`src/rtl/cpu_pkg.sv`:
```
// Shared CPU definitions: datapath widths, reset PC, NOP encoding and the
// F/D pipeline-latch record used by the fetch stage.
package cpu_pkg;

    localparam int ADDR_W = 12;
    localparam int INSN_W = 32;

    localparam logic [ADDR_W-1:0] RESET_PC_DEFAULT = 12'h000;
    localparam logic [INSN_W-1:0] NOP_INSN         = 32'h0000_0000;

    typedef struct packed {
        logic [INSN_W-1:0] insn;
        logic [ADDR_W-1:0] pc_plus1;
        logic              valid;
    } fd_entry_t;

    // An empty latch holds a NOP so downstream decode sees a harmless encoding.
    localparam fd_entry_t FD_RESET = '{insn: NOP_INSN, pc_plus1: '0, valid: 1'b0};

endpackage

```
`src/rtl/RCA_12bit.sv`:
```
// 12-bit ripple-carry adder built from a chain of full-adder cells.
module RCA_12bit
    import cpu_pkg::*;
(
    input  logic [ADDR_W-1:0] i_a,
    input  logic [ADDR_W-1:0] i_b,
    input  logic              i_cin,
    output logic [ADDR_W-1:0] o_sum,
    output logic              o_cout
);

    logic [ADDR_W:0] w_carry;

    assign w_carry[0] = i_cin;

    for (genvar i = 0; i < ADDR_W; i++) begin : g_fa
        assign o_sum[i]       = i_a[i] ^ i_b[i] ^ w_carry[i];
        assign w_carry[i + 1] = (i_a[i] & i_b[i]) | (w_carry[i] & (i_a[i] ^ i_b[i]));
    end

    assign o_cout = w_carry[ADDR_W];

endmodule

```
`src/rtl/fetch_pc_unit.sv`:
```
// Instruction-fetch stage: program counter, next-PC selection (branch, jump,
// stall, sequential) and the F/D pipeline latch feeding decode.
module fetch_pc_unit
    import cpu_pkg::*;
#(
    parameter logic [ADDR_W-1:0] RESET_PC = RESET_PC_DEFAULT
) (
    input  logic              clock,
    input  logic              reset_n,
    input  logic              stall,
    input  logic              branch_valid,
    input  logic [ADDR_W-1:0] branch_base,
    input  logic [ADDR_W-1:0] branch_offset,
    input  logic              jump_valid,
    input  logic [ADDR_W-1:0] jump_target,
    output logic [ADDR_W-1:0] imem_addr,
    input  logic [INSN_W-1:0] imem_data,
    output logic [INSN_W-1:0] fd_insn,
    output logic [ADDR_W-1:0] fd_pc_plus1,
    output logic              fd_valid
);

    logic [ADDR_W-1:0] r_pc;
    fd_entry_t         r_fd;

    logic [ADDR_W-1:0] w_pc_plus1;
    logic [ADDR_W-1:0] w_br_target;
    logic [ADDR_W-1:0] w_next_pc;
    logic              w_redirect;
    // Both carry-outs are dropped so PC arithmetic wraps modulo 4096.
    logic [1:0]        w_unused_carry;

    RCA_12bit u_pc_inc (
        .i_a    (r_pc),
        .i_b    (12'h001),
        .i_cin  (1'b0),
        .o_sum  (w_pc_plus1),
        .o_cout (w_unused_carry[0])
    );

    RCA_12bit u_br_tgt (
        .i_a    (branch_base),
        .i_b    (branch_offset),
        .i_cin  (1'b0),
        .o_sum  (w_br_target),
        .o_cout (w_unused_carry[1])
    );

    assign w_redirect = branch_valid | jump_valid;

    // The branch is older than the jump in decode, so it wins; any redirect beats stall.
    always_comb begin
        // NOTE: default assignment first so no path through the block can infer a latch.
        w_next_pc = w_pc_plus1;
        if (branch_valid)
            w_next_pc = w_br_target;
        else if (jump_valid)
            w_next_pc = jump_target;
        else if (stall)
            w_next_pc = r_pc;
    end

    always_ff @(posedge clock or negedge reset_n) begin
        if (!reset_n) begin
            r_pc <= RESET_PC;
            r_fd <= FD_RESET;
        end else begin
            // NOTE: non-blocking assignments so every register samples pre-edge values.
            r_pc <= w_next_pc;
            if (w_redirect)
                r_fd.valid <= 1'b0;
            else if (!stall)
                r_fd <= '{insn: imem_data, pc_plus1: w_pc_plus1, valid: 1'b1};
        end
    end

    assign imem_addr   = r_pc;
    assign fd_insn     = r_fd.insn;
    assign fd_pc_plus1 = r_fd.pc_plus1;
    assign fd_valid    = r_fd.valid;

endmodule

```
`config.mk`:
```
export PLATFORM = sky130hd
export DESIGN_NAME = fetch_pc_unit
export DESIGN_NICKNAME = d
export VERILOG_FILES = /design/src/rtl/cpu_pkg.sv /design/src/rtl/RCA_12bit.sv /design/src/rtl/fetch_pc_unit.sv
export SDC_FILE = /design/constraint.sdc
export NUM_CORES = 1
export LEC_CHECK = 0
export BUFFER_PORTS_ARGS = -buffer_cell sky130_fd_sc_hd__buf_2
export CORE_ASPECT_RATIO = 1.2
export CORE_UTILIZATION = 40
export CTS_CLUSTER_SIZE = 12
export DETAILED_ROUTE_END_ITERATION = 7
export PLACE_DENSITY = 0.73
export SLEW_MARGIN = 20
export SYNTH_ARGS = -nofsm -noshare
export SYNTH_HDL_FRONTEND = slang
export SYNTH_SLANG_ARGS = --single-unit
```
`constraint.sdc`:
```
create_clock -name clock -period 6 [get_ports clock]
set_input_delay 0.3 -clock clock [delete_from_list [all_inputs] [get_ports clock]]
set_output_delay 0.3 -clock clock [all_outputs]
set_load 0.05 [all_outputs]
```
# Yosys cells after proc, flatten, opt, wreduce, memory -nomap -nowiden
# Cells that the tools add are included.
[totals]
word_cells = 91
memories = 0
ramBits = 0
latchBits = 0
ff_bits = 57
romBits = 0
output_inout_bits = 57
[classes]
magnitude_cmp = 0
eq_ne = 2
reduce_logical = 1
bitwise_logic = 79
add_sub_neg = 0
n_mul = 0
n_shift = 0
muxes = 5
div_mod_pow = 0
[ops]
columns = ["cell", "count"]
rows = [
  ["12-bit 2-to-1 mux", 3],
  ["1-bit bitwise XOR", 34],
  ["1-bit bitwise AND", 31],
  ["1-bit bitwise OR", 11],
  ["3-bit by 1-bit inequality test with 1-bit output (second input constant)", 1],
  ["1-bit NOT", 3],
  ["1-bit 2-to-1 mux", 2],
  ["2-bit by 1-bit inequality test with 1-bit output (second input constant)", 1],
  ["2-bit AND reduction", 1],
]

# Depth between registers and ports, before layout
# Gate-level depths: netlist of run 1.
[logic_depth]
word_depth = 23
mapped_depth = 15

# Hierarchy
# A second synthesis of run 1 with hierarchy kept.
[hier_totals]
cells_unflattened = 210
area_unflattened_um2 = 2892.8
[modules_own_cells]
columns = ["mod", "area_per_inst_um2", "cells_each", "n_inst", "seq_area_each_um2"]
rows = [
  ["fetch_pc_unit", 2337.2, 166, 1, 1426.4],
  ["RCA_12bit", 277.8, 22, 2, 0.0],
]

# Worst setup path before layout of run 1
# Ideal clock, no wire load.
[synth_path]
path_type = "input -> register"
from = "input port branch_base[0]"
to = "register r_pc[11], in the netlist imem_addr[11]"
arrival_time_ps = 4723
path_slack_ps = 1192
path_buffers = 0
required_time_ps = 5914
setup_time_ps = 86
cell_stages = 15
cell_sequence = "ha_1 fa_1 fa_1 fa_1 fa_1 fa_1 fa_1 fa_1 inv_1 fa_1 inv_1 fa_1 fa_1 or3b_2 a32oi_1"
[synth_between]
elab_chain_cells = 23
[synth_rtl]
columns = ["element", "line", "rtl"]
rows = [
  ["from (decl)", "fetch_pc_unit.sv:12", "input logic [ADDR_W-1:0] branch_base,"],
  ["1-bit bitwise AND (2 in a row)", "RCA_12bit.sv:18", "assign w_carry[i + 1] = (i_a[i] & i_b[i]) | (w_carry[i] & (i_a[i] ^ i_b[i]));"],
  ["1-bit bitwise OR", "RCA_12bit.sv:18", ""],
  ["1-bit bitwise AND", "RCA_12bit.sv:18", ""],
  ["1-bit bitwise OR", "RCA_12bit.sv:18", ""],
  ["1-bit bitwise AND", "RCA_12bit.sv:18", ""],
  ["1-bit bitwise OR", "RCA_12bit.sv:18", ""],
  ["1-bit bitwise AND", "RCA_12bit.sv:18", ""],
  ["1-bit bitwise OR", "RCA_12bit.sv:18", ""],
  ["[6 not listed]", "n/a", ""],
  ["1-bit bitwise AND", "RCA_12bit.sv:18", ""],
  ["1-bit bitwise OR", "RCA_12bit.sv:18", ""],
  ["1-bit bitwise AND", "RCA_12bit.sv:18", ""],
  ["1-bit bitwise OR", "RCA_12bit.sv:18", ""],
  ["1-bit bitwise AND", "RCA_12bit.sv:18", ""],
  ["1-bit bitwise OR", "RCA_12bit.sv:18", ""],
  ["1-bit bitwise XOR", "RCA_12bit.sv:17", "assign o_sum[i] = i_a[i] ^ i_b[i] ^ w_carry[i];"],
  ["12-bit 2-to-1 mux", "fetch_pc_unit.sv:55", "if (branch_valid)"],
  ["to (signal assigned)", "fetch_pc_unit.sv:69", "r_pc <= w_next_pc;"],
  ["to (decl)", "fetch_pc_unit.sv:23", "logic [ADDR_W-1:0] r_pc;"],
]
# No other way between the ends.
# A chain may end at the register's enable or synchronous reset.

# Worst setup path after layout of run 1
# Ends and elaborated chain as after synthesis.

==> impl_metrics.py, run 1 <==
metrics = {
    "worst_setup_path": {
        "arrival_ns": 5.01,
        "cp_top_family": "adder cells",
        "start_kind": "input port",
        "worst-setup-path-type": "input port to flip-flop",
        "slowest_stage": "or3b_2",
        "cp_max_fo": 2,
        "path_cells": "buf_2, ha_1, fa_1, fa_1, fa_1, fa_1, fa_1, fa_1, fa_1, inv_1, fa_1, inv_1, fa_1, fa_1, or3b_2, a32oi_1",
        "cp.required_ns": 6.25,
        "crit_path_frequent_cell": "fa_1",
        "path_buf_inv": 3,
        "critPathCaptureType": "flip-flop",
        "max_stage_delay_ns": 0.47,
    },
    "outcome": {
        "status": "finished, final reports clean",
    },
    "layout": {
        "n_antenna_cell": 0,
        "area_delta_synth_final_pct": 33.0,
        "layout-drive-gt1-share_pct": 59.9,
        "nNetsFinal": 422,
        "final_cells": 417,
    },
    "drt": {
        "drt-vias-per-instance": 4.72,
        "wl_per_cell_um": 14.2,
        "drc": 0,
        "detail-route-antenna-nets": 0,
        "drt_iter0_markers": 76,
        "wl_mm": 5.93,
        "drt_pass1_iterations": 4,
        "vias": 1967,
    },
    "sta": {
        "tightestPinTransition_ns": 0.735,
        "fin_crit_sh_pct": 79.4,
        "hold_viol": 0,
        "period_needed_ns": 4.76,
        "skew_ns": 0.00855,
        "rsz0062_at_grt": "false",
        "slew_viol_final": 0,
        "fin_setup_tns_ns": 0,
        "whs_ns": 0.120,
        "setup_ws_ns": 1.24,
        "max_slew_margin_pct": 50.9,
        "max_clock_freq_mhz": 210,
        "finalSetupViolations": 0,
    },
    "logic_synthesis": {
        "synth_edf_count": 0,
        "synth_async_sr_flop_share_pct": 100,
        "syn_avg_cell_area_um2": 14.2,
        "ys_warn_count": 0,
        "synth_nets": 290,
        "ys_ff_latch": 57,
        "synthDistinctLibCells": 24,
        "synth-main-ff-cell": "dfrtp_1",
        "yosysSeqAreaShare_pct": 51.4,
        "synthCells": 196,
        "netlist_area_mm2": 0.00277,
    },
    "floorplan": {
        "rows": 32,
        "die-area_mm2": 0.00727,
        "start_util_pct": 42.2,
        "dieWidth_um": 78.0,
        "io-pin-count": 130,
        "dieHeight_um": 93.2,
        "core_area_mm2": 0.00657,
    },
    "clocking": {
        "post_cts.repair.setup_buffers": 0,
        "clk_pin_slew_worst_paths_ns": 0.07,
        "cts_root_buffer": "clkbuf_8",
        "clock-sinks": 57,
        "clk-insertion-delay-late_ns": 0.33,
        "cts.path.max_buffers": 2,
        "htree_levels": 3,
        "cts_buffers": 9,
        "cts_hold_buf": 0,
        "post_cts_resized": 0,
        "tritoncts": "yes",
    },
    "global_routing": {
        "grt_max_degree": 58,
        "grt.total_usage_pct": 17.2,
        "grt_pass1_vias": 2061,
        "grt_pass1_wl_mm": 9.51,
        "overflow": 0,
        "antenna_found_initial": 0,
    },
    "power_and_ir_drop": {
        "irDropWorstVdd_mv": 0.227,
        "totalPowerFinal_uw": 1510,
        "powerDensity_mw_per_mm2": 410,
        "p_leak_uw": 0.00183,
    },
    "placed_design": {
        "port_buffers": 129,
        "routabilityCongestion": 0.726,
        "place_hpwl_mm": 4.35,
        "dp_cells": 402,
        "pre_cts_ws_ns": 0.860,
    },
    "min_path": {
        "hp-class": "input port to async pin",
    },
    "job": {
        "maxCapViolations": 0,
    },
}
power breakdown:
group | total (uW) | switching, uW | internal, uW
Clock | 392 | 150 | 242
Combinational | 603 | 432 | 171
Sequential | 520 | 47.2 | 472
Total | 1510 | 629 | 885
routing by layer:
layer	up-vias	part of all wire [%]	GRT usage, %
met5	-	0	0
met3	6	6.6	4.00
met4	0	1.2	7.41
met2	76	48	29.1
met1	938	44	20.9
li1	947	-	-
flip-flops by register name (all words and copies together), names as in the netlist:
| signal | flops |
|---|---|
| fd_insn | 32 |
| fd_pc_plus1 | 12 |
| fd_valid | 1 |
| imem_addr | 12 |
cell usage after synthesis (2+ instances only):
master | count | area [um2]
nor2_1 | 3 | 11.3
nand2_1 | 12 | 45.0
dfrtp_1 | 57 | 1430
xnor2_1 | 2 | 17.5
o21ai_0 | 12 | 60.1
inv_1 | 7 | 26.3
fa_1 | 10 | 200
mux2_1 | 3 | 33.8
buf_6 | 5 | 56.3
mux2i_1 | 9 | 90.1
ha_1 | 11 | 138
a21oi_1 | 2 | 10.0
mux2_2 | 50 | 563
clkbuf_1 | 3 | 11.3
through the flow:
step / instance area [um2] / utilization [%]
after floorplan: 2770 / -
final: 3690 / 56.2
after detailed placement: 3470 / 52.8
after CTS: 3680 / 56.1
after global placement: 3470 / 52.8
after global routing: 3690 / 56.2
layout by cell type (no fill, tap or decap):
| cell | netlist | routed |
|---|---|---|
| inv_1 | 7 | 7 |
| mux2_1 | 3 | 3 |
| a21oi_1 | 2 | 2 |
| mux2_2 | 50 | 50 |
| or3b_2 | 1 | 1 |
| xor2_1 | 1 | 1 |
| clkbuf_8 | 0 | 10 |
| nor3b_4 | 0 | 1 |
| clkinv_2 | 0 | 1 |
| mux2i_1 | 9 | 9 |
| xnor2_1 | 2 | 2 |
| a221o_1 | 1 | 1 |
| a211oi_1 | 1 | 1 |
| buf_2 | 1 | 129 |
| nor2_1 | 3 | 3 |
| nand2_1 | 12 | 12 |
| buf_4 | 1 | 2 |
| ha_1 | 11 | 11 |
| a32oi_1 | 1 | 1 |
| bufinv_16 | 0 | 2 |
| o21ai_0 | 12 | 12 |
| nor3_4 | 1 | 1 |
| clkinvlp_4 | 0 | 2 |
| nand3_1 | 1 | 1 |
| fa_1 | 10 | 10 |
| dfrtp_1 | 57 | 57 |
worst paths after layout:
kind                             endpoint  cells after the start  slack, ns      startpoint
hold reg to reg                fd_insn[6]                      1       0.49      fd_insn[6]
hold / removal                fd_insn[19]                      2       0.12         reset_n
min in group clock             fd_insn[6]                      2       0.19    imem_data[6]
max in group asynchronous  fd_pc_plus1[8]                      2       5.42         reset_n
setup / recovery            imem_addr[11]                     16       1.24  branch_base[0]
setup reg to reg            imem_addr[10]                     13       2.90    imem_addr[0]
cell families after synthesis:
logic type               after synthesis  share of synthesized area [%]
multiplexers                          62                           24.8
flip-flops                            57                           51.4
adder cells (fa/ha/maj)               21                           12.2
AND/OR/NAND/NOR                       19                           3.38
AO/OA/AOI/OAI                         17                           3.47
buffers and inverters                 17                           3.83
XOR/XNOR                               3                          0.947
layout make-up:
| class | instances | area (um2) |
|---|---|---|
| multi-input cells | 122 | 1250 |
| repair buffers | 131 | 661 |
| flip-flops and latches | 57 | 1430 |
| well taps | 85 | 106 |
| clock buffers | 10 | 138 |
| fillers | 591 | 2880 |
| inverters | 7 | 26.3 |
| clock inverters | 5 | 80.1 |
No activity file was read; power rests on OpenSTA's default activity.
==> run 2: changes to the inputs <==
==> constraint.sdc (replaced) <==
create_clock -name clock -period 4.6 [get_ports clock]
set_input_delay 0.23 -clock clock [delete_from_list [all_inputs] [get_ports clock]]
set_output_delay 0.23 -clock clock [all_outputs]
set_load 0.05 [all_outputs]
==> run 2 against run 1 <==
Power increased by 29%. Clock power increased by 26%. Sequential share of layout area decreased by 0.052 points. Highest routed layer unchanged.
==> impl_metrics.py, run 2 (synthesis results as in run 1) <==
metrics = {
    "placed_design": {
        "routabilityCongestion": 0.767,
        "place_hpwl_mm": 4.29,
        "port_buffers": 129,
    },
    "layout": {
        "layout-drive-gt1-share_pct": 61.3,
        "final_common_cell": "buf_2",
        "nNetsFinal": 422,
        "fill_cells": 580,
        "final_cell_mix": "129 x buf_2, 57 x dfrtp_1, 50 x mux2_2",
        "area_delta_synth_final_pct": 33.2,
        "largest_reg_flops": 32,
        "fin_util_pct": 56.3,
        "n_antenna_cell": 0,
    },
    "drt": {
        "drt_iter0_markers": 69,
        "drc": 0,
        "vias": 1972,
        "wl_per_cell_um": 13.6,
        "drt_pass1_iterations": 4,
        "detail-route-antenna-nets": 0,
        "drt-vias-per-instance": 4.72,
        "wl_mm": 5.69,
    },
    "sta": {
        "slew_viol_final": 0,
        "rsz0062_at_grt": "false",
        "whs_ns": 0.0423,
        "fin_crit_sh_pct": 96.9,
        "skew_ns": 0.00722,
        "tightestPinTransition_ns": 0.743,
        "finalSetupViolations": 0,
        "max_clock_freq_mhz": 224,
        "max_slew_margin_pct": 50.4,
        "period_needed_ns": 4.46,
        "hold_viol": 0,
    },
    "clocking": {
        "cts_root_buffer": "clkbuf_8",
        "cts_buffers": 9,
        "cts.path.max_buffers": 2,
        "clock-sinks": 57,
        "tritoncts": "yes",
        "clk-insertion-delay-late_ns": 0.32,
        "clk_pin_slew_worst_paths_ns": 0.06,
        "htree_levels": 3,
        "cts_hold_buf": 0,
    },
    "power_and_ir_drop": {
        "irDropWorstVdd_mv": 0.401,
        "p_leak_uw": 0.00183,
        "powerDensity_mw_per_mm2": 530,
    },
    "min_path": {
        "hp-class": "input port to async pin",
    },
    "global_routing": {
        "overflow": 0,
        "grt_pass1_wl_mm": 9.17,
        "antenna_found_initial": 0,
        "grt_max_degree": 58,
        "grt_pass1_vias": 1957,
        "grt.total_usage_pct": 16.6,
    },
    "floorplan": {
        "dieHeight_um": 93.2,
        "dieWidth_um": 78.0,
        "core_area_mm2": 0.00657,
        "start_util_pct": 42.2,
        "rows": 32,
        "die-area_mm2": 0.00727,
        "io-pin-count": 130,
    },
    "worst_setup_path": {
        "cp.required_ns": 4.84,
        "cp_top_family": "adder cells",
        "slowest_stage": "or3b_2",
        "cp_max_fo": 2,
        "arrival_ns": 4.70,
        "start_kind": "input port",
        "critPathCaptureType": "flip-flop",
        "path_cells": "buf_2, ha_1, fa_1, fa_1, fa_2, fa_2, fa_2, fa_2, fa_1, inv_1, fa_1, inv_1, fa_2, fa_1, or3b_2, a32oi_1",
        "worst-setup-path-type": "input port to flip-flop",
        "rr_startpoint": "imem_addr[0]",
        "worstReg2RegEnd": "imem_addr[11]",
        "reg2regPathDepth": 13,
        "r2r_setup_slack_ns": 1.56,
        "max_stage_delay_ns": 0.47,
        "path_buf_inv": 3,
    },
    "job": {
        "maxCapViolations": 0,
    },
    "outcome": {
        "status": "finished, final reports clean",
    },
}
-- run 2: changes by cell type in the layout (fill, tap and decap cells not counted) --
cell / delta
clkbuf_1: +1
clkinvlp_4: -1
clkbuf_8: -1
fa_1: -5
clkinv_2: +2
fa_2: +5
-- run 2: area by class of cell --
| class | count | area (um2) | area share (%) |
|---|---|---|---|
| sequential | 57 | 1430 | 38.6 |
| multi-input combinational | 122 | 1260 | 34.2 |
| timing repair buffer | 131 | 661 | 17.9 |
| clock buffer | 10 | 128 | 3.45 |
| tap | 85 | 106 | 2.88 |
| clock inverter | 6 | 82.6 | 2.24 |
| inverter | 7 | 26.3 | 0.711 |
-- run 2: where the power goes --
part	switching (uW)	leakage [uW]	internal [uW]
registers	59.8	0.000675	616
logic	564	0.00104	225
clock network	192	0.000106	302
total	816	0.00183	1140
-- run 2: layer usage --
| metal | track usage (%) | up-vias | share of wire, % | wire (um) |
|---|---|---|---|---|
| met1 | 19.8 | 928 | 42 | 2390 |
| li1 | - | 953 | - | - |
| met4 | 5.09 | 0 | 1.8 | 102 |
| met5 | 0 | - | 0 | 0 |
| met2 | 28.3 | 82 | 50 | 2850 |
| met3 | 5.66 | 9 | 6.1 | 347 |
-- run 2: how the worst max path moves through the flow --
stage | end | cells after the start | slack (ns) | start
global route | imem_addr[11] | 16 | 0.03 | branch_base[0]
global placement | imem_addr[11] | 16 | -0.22 | branch_base[0]
detailed placement | imem_addr[11] | 16 | -0.28 | branch_base[0]
floorplan | imem_addr[11] | 15 | 0.02 | branch_base[0]
CTS | imem_addr[11] | 16 | 0.06 | branch_base[0]
finish | imem_addr[11] | 16 | 0.14 | branch_base[0]
-- run 2: through the flow --
| stage | instances | cell area [um2] | setup slack (ns) | setup TNS (ns) | power [uW] |
|---|---|---|---|---|---|
| floorplan | 196 | 2780 | 0.0197 | 0 | 1270 |
| global placement | 402 | 3480 | -0.216 | -0.216 | 1470 |
| detailed placement | 402 | 3480 | -0.282 | -0.282 | 1480 |
| CTS | 418 | 3690 | 0.0554 | 0 | 1990 |
| global route | 418 | 3690 | 0.0287 | 0 | 2060 |
| finish | 418 | 3690 | 0.141 | 0 | 1960 |
-- run 2: what timing repair did --
action                                 CTS  global route
buffers inserted                         0             0
endpoints found under the hold margin    0             0
setup endpoints to repair                0             1
resized for setup                        0             1
